File: src/rtl/demux_pkg.sv
// Shared constants, slot state encoding and helpers for the buffered 1-to-N demux.
package demux_pkg;

  localparam int unsigned DROP_W       = 8;
  localparam int unsigned MAX_CHANNELS = 16;

  typedef enum logic {
    SLOT_EMPTY = 1'b0,
    SLOT_FULL  = 1'b1
  } slot_state_e;

  // Saturating increment used by the drop counter.
  function automatic logic [DROP_W-1:0] sat_inc(input logic [DROP_W-1:0] v);
    return (v == '1) ? v : v + DROP_W'(1);
  endfunction

endpackage

File: src/rtl/demux_slot.sv
// One-entry output register with valid/ready handshake; a draining slot reports free.
module demux_slot
  import demux_pkg::*;
#(
  parameter int unsigned WIDTH = 8
) (
  input  logic             clk,
  input  logic             rst,
  input  logic             load,
  input  logic [WIDTH-1:0] d,
  input  logic             ready,
  output logic             valid,
  output logic [WIDTH-1:0] q,
  output logic             free
);

  slot_state_e state;
  slot_state_e state_nxt;

  always_ff @(posedge clk) begin
    if (rst) begin
      state <= SLOT_EMPTY;
    end else begin
      state <= state_nxt;
    end
  end

  always_comb begin
    state_nxt = state;
    case (state)
      SLOT_EMPTY: begin
        if (load) begin
          state_nxt = SLOT_FULL;
        end
      end
      SLOT_FULL: begin
        // A same-cycle load while draining keeps the slot full with new data.
        if (ready && !load) begin
          state_nxt = SLOT_EMPTY;
        end
      end
      default: state_nxt = SLOT_EMPTY;
    endcase
  end

  always_comb begin
    valid = 1'b0;
    free  = 1'b1;
    if (state == SLOT_FULL) begin
      valid = 1'b1;
      free  = ready;
    end
  end

  always_ff @(posedge clk) begin
    if (rst) begin
      q <= '0;
    end else if (load) begin
      q <= d;
    end
  end

endmodule

File: src/rtl/demux1xn_buf.sv
// Buffered 1-to-N demux: select decode, in_ready mux, drop counter and per-channel slots.
// Optional broadcast input enabled by defining DEMUX1XN_BCAST_EN.
module demux1xn_buf
  import demux_pkg::*;
#(
  parameter int unsigned WIDTH    = 8,
  parameter int unsigned CHANNELS = 4,
  parameter int unsigned SEL_W    = $clog2(CHANNELS)
) (
  input  logic                      clk,
  input  logic                      rst,
  input  logic                      in_valid,
  output logic                      in_ready,
`ifdef DEMUX1XN_BCAST_EN
  input  logic                      in_bcast,
`endif
  input  logic [SEL_W-1:0]          in_sel,
  input  logic [WIDTH-1:0]          in_data,
  output logic [CHANNELS-1:0]       out_valid,
  input  logic [CHANNELS-1:0]       out_ready,
  output logic [CHANNELS*WIDTH-1:0] out_data,
  output logic [DROP_W-1:0]         drop_cnt
);

  if (CHANNELS < 2 || CHANNELS > MAX_CHANNELS || WIDTH < 1) begin : g_bad_cfg
    $error("demux1xn_buf: unsupported WIDTH/CHANNELS configuration");
  end

  logic [CHANNELS-1:0] free;
  logic [CHANNELS-1:0] load;
  logic [CHANNELS-1:0] sel_onehot;
  logic                sel_hit;
  logic                sel_free;
  logic                bcast;
  logic                xfer;

`ifdef DEMUX1XN_BCAST_EN
  assign bcast = in_bcast;
`else
  assign bcast = 1'b0;
`endif

  // Decode the select; an out-of-range index hits no channel.
  always_comb begin
    sel_onehot = '0;
    for (int unsigned k = 0; k < CHANNELS; k++) begin
      if (in_sel == SEL_W'(k)) begin
        sel_onehot[k] = 1'b1;
      end
    end
    sel_hit  = |sel_onehot;
    sel_free = |(sel_onehot & free);
  end

  always_comb begin
    in_ready = 1'b1;
    if (bcast) begin
      in_ready = &free;
    end else if (sel_hit) begin
      in_ready = sel_free;
    end
  end

  // A handshake during reset is discarded.
  always_comb begin
    xfer = in_valid && in_ready && !rst;
    load = '0;
    if (xfer) begin
      load = bcast ? {CHANNELS{1'b1}} : sel_onehot;
    end
  end

  always_ff @(posedge clk) begin
    if (rst) begin
      drop_cnt <= '0;
    end else if (xfer && !bcast && !sel_hit) begin
      drop_cnt <= sat_inc(drop_cnt);
    end
  end

  for (genvar k = 0; k < CHANNELS; k++) begin : g_slot
    demux_slot #(
      .WIDTH(WIDTH)
    ) u_slot (
      .clk  (clk),
      .rst  (rst),
      .load (load[k]),
      .d    (in_data),
      .ready(out_ready[k]),
      .valid(out_valid[k]),
      .q    (out_data[k*WIDTH +: WIDTH]),
      .free (free[k])
    );
  end

endmodule

File: config.mk
export PLATFORM = sky130hd
export DESIGN_NAME = demux1xn_buf
export DESIGN_NICKNAME = d
export VERILOG_FILES = /design/src/rtl/demux_pkg.sv /design/src/rtl/demux_slot.sv /design/src/rtl/demux1xn_buf.sv
export SDC_FILE = /design/constraint.sdc
export NUM_CORES = 1
export LEC_CHECK = 0
export CELL_PAD_IN_SITES_DETAIL_PLACEMENT = 1
export CELL_PAD_IN_SITES_GLOBAL_PLACEMENT = 2
export CORE_MARGIN = 3
export CORE_UTILIZATION = 30
export CTS_BUF_LIST = sky130_fd_sc_hd__clkbuf_8
export DETAILED_ROUTE_END_ITERATION = 8
export GPL_TIMING_DRIVEN = 0
export PLACE_DENSITY = 0.95
export SLEW_MARGIN = 20
export SYNTH_ARGS = -nofsm -noshare
export SYNTH_HDL_FRONTEND = slang
export SYNTH_SLANG_ARGS = --single-unit
File: constraint.sdc
create_clock -name clk -period 2.3 [get_ports clk]
set_input_delay 0.345 -clock clk [delete_from_list [all_inputs] [get_ports clk]]
set_output_delay 0.345 -clock clk [all_outputs]
set_load 0.05 [all_outputs]
==> results.ini <==
[outcome]
outcome = finished clean

[sta]
fin_crit_sh_pct = 95.55
tightest_slew_ps = 593.3
slew_viol_final = 0
finalHoldViolations = 0
setup_viol = 0
fin_setup_tns_ps = 0
slew_headroom_pct = 60.37
fin_skew_ps = 6.468
period_minus_slack_ps = 2198
timing.fmax_mhz = 455.0
rsz0062_at_grt = no

[synth]
syn_nets = 188
synth_fa_ha_area_share_pct = 0
ys_types = 19
synth_top_family_by_area = simple AND/OR/NAND/NOR gates
synth-simple-area-share_pct = 25.19
ys_seq_area_share_pct = 49.54
muxShareOfSynthArea_pct = 11.40
syn_area_per_cell_um2 = 10.40
netlist_area_um2 = 1778
postSynthCellCount = 171
yosysWarningCount = 0
synth_seq_cells = 44
synth_compound_area_share_pct = 9.008
synth-xor-area-share_pct = 0

[worst_hold_path]
hold_path_class = reg2reg
hold_depth = 1

[routing]
vias = 1548
ant_nets = 0
drt_pass1_iterations = 4
wirelength_um = 5064
drc = 0
wl_per_cell_um = 16.39
drt_iter0_markers = 63
vias_per_cell = 5.010

[clock_tree]
cts_buffer_depth = 2
cts_tree = yes
h-tree-depth = 2
cts_buffers = 5
cts.sinks = 44
ctsRootBufferMaster = clkbuf_8
cts.clk_slew.worst_paths_ps = 80
insertion_delay_ps = 290

[power]
p_per_area_nw_per_um2 = 591.0
p_leak_uw = 0.0009912
peakVddDrop_mv = 0.2348
finalPower_uw = 1504

[final_layout]
area_delta_synth_final_pct = 43.14
fin_cells = 309
nets = 254
fin_util_pct = 45.38
drive_gt1_share_pct = 14.35
num_antenna_cells = 0

[global_routing]
antenna_found_initial = 0
grt_usage_pct = 15.27
grt-ovfl-total = 0
grt_max_degree = 13
grt_pass1_vias = 1676
grt_pass1_wl_um = 8507

[die]
coreArea_um2 = 5608
rows = 27
die_h_um = 82.99
die_w_um = 82.99
io_pins = 62
die_area_um2 = 6887
initial_core_util_pct = 31.70

[worst_setup_path]
cp.arrival_ps = 1850
reg2regPathDepth = 3
cp_max_fo = 10
start_kind = input pin
crit_path_end_kind = output pin
critPathRequiredTime_ps = 1960
worst-setup-path-type = in2out

[place]
place_inst = 304
portBuffers = 61
place.gp.congestion = 0.7521
hpwl_um = 3773

[run]
max_cap_violations = 0

[where the power goes]
part | switching [µW] | total (µW) | internal (µW)
sequential | 11.7 | 796 | 784
clock | 253 | 455 | 202
combinational | 158 | 253 | 95.0
total | 422 | 1500 | 1080
[registers in the layout, summed over array words and instances (netlist names)]
name and count:
drop_cnt 8, g_slot.u_slot.q 32, g_slot.u_slot.state 4
[worst paths after layout]
check / startpoint / end / slack, ps
worst max-delay path: out_ready[1] / in_ready / 100
worst min-delay path: drop_cnt[5] / drop_cnt[5] / 470
worst max register to register: g_slot[1].u_slot.state / g_slot[1].u_slot.q[1] / 1060
worst min register to register: drop_cnt[5] / drop_cnt[5] / 470
[per-layer routing]
layer  vias to the layer above  wire (µm)  track usage, %
li1                        748          -               -
met1                       737       2180           18.67
met2                        55       2477           25.36
met3                         8        331           5.456
met4                         0         74           4.160
met5                         -          0               0
[layout make-up]
type                       count  area (µm²)
tap                           72       90.09
multi-input combinational    109       810.8
clock inverter                 2       8.758
timing repair buffer          61       605.6
buffer                        13       68.82
clock buffer                   5       68.82
fill                         656        3063
inverter                       3       11.26
sequential                    44       880.8
[cell families (layout without fill, tap and decap cells)]
kind of cell           Yosys count  after routing
AND/OR/NAND/NOR                 72             72
flip-flops                      44             44
multiplexers                    17             17
buffers and inverters           18             84
AO/OA/AOI/OAI                   20             20
[critical path: stages]
cell,delay (ps)
clkdlybuf4s50_1,410
nand2b_1,330
mux4_2,530
buf_2,230
[Yosys cell counts, drive strengths merged]
master | n | area share [%]
clkbuf | 10 | 2.1
nor2b | 26 | 9.1
buf | 5 | 2.1
nand3 | 6 | 3.1
mux2 | 16 | 10
nand2b | 4 | 1.4
clkinv | 1 | 0.21
dfxtp | 44 | 50
and3b | 1 | 0.56
nand2 | 16 | 3.4
inv | 2 | 0.42
nand4 | 16 | 5.6
mux4 | 1 | 1.3
nand3b | 1 | 0.42
or3b | 1 | 0.49
o311ai | 16 | 7.9
a21oi | 4 | 1.1
nor3b | 1 | 1.1
[through the flow]
| step | cell area [µm²] | setup WS (ps) | hold WS [ps] |
|---|---|---|---|
| floorplan | 1778 | 683.8 | 481.7 |
| global placement | 2479 | -420.4 | 451.6 |
| global route | 2545 | 24.03 | 482.1 |
| finish | 2545 | 102.4 | 470.8 |
| CTS | 2552 | 63.03 | 473.8 |
| detailed placement | 2479 | -486.9 | 460.6 |
[what timing repair did]
| item | CTS | global route |
|---|---|---|
| endpoints found under the setup margin | 1 | 1 |
| hold buffers | 0 | 0 |
| buffers inserted | 0 | 0 |
| gates resized for setup | 6 | 0 |
[cell usage in the layout, fill, tap and decap left out, types with 2 or more instances in the layout]
cell / instances
nand3_1: 4
clkdlybuf4s50_1: 60
o311ai_0: 16
mux2_2: 16
clkbuf_8: 5
a21oi_1: 4
nand4_1: 16
nor2b_1: 26
nand3_4: 2
clkbuf_1: 7
nand2_1: 16
buf_4: 5
dfxtp_1: 44
inv_1: 3
nand2b_1: 4
Note: power is estimated with default switching activity, not from simulation.
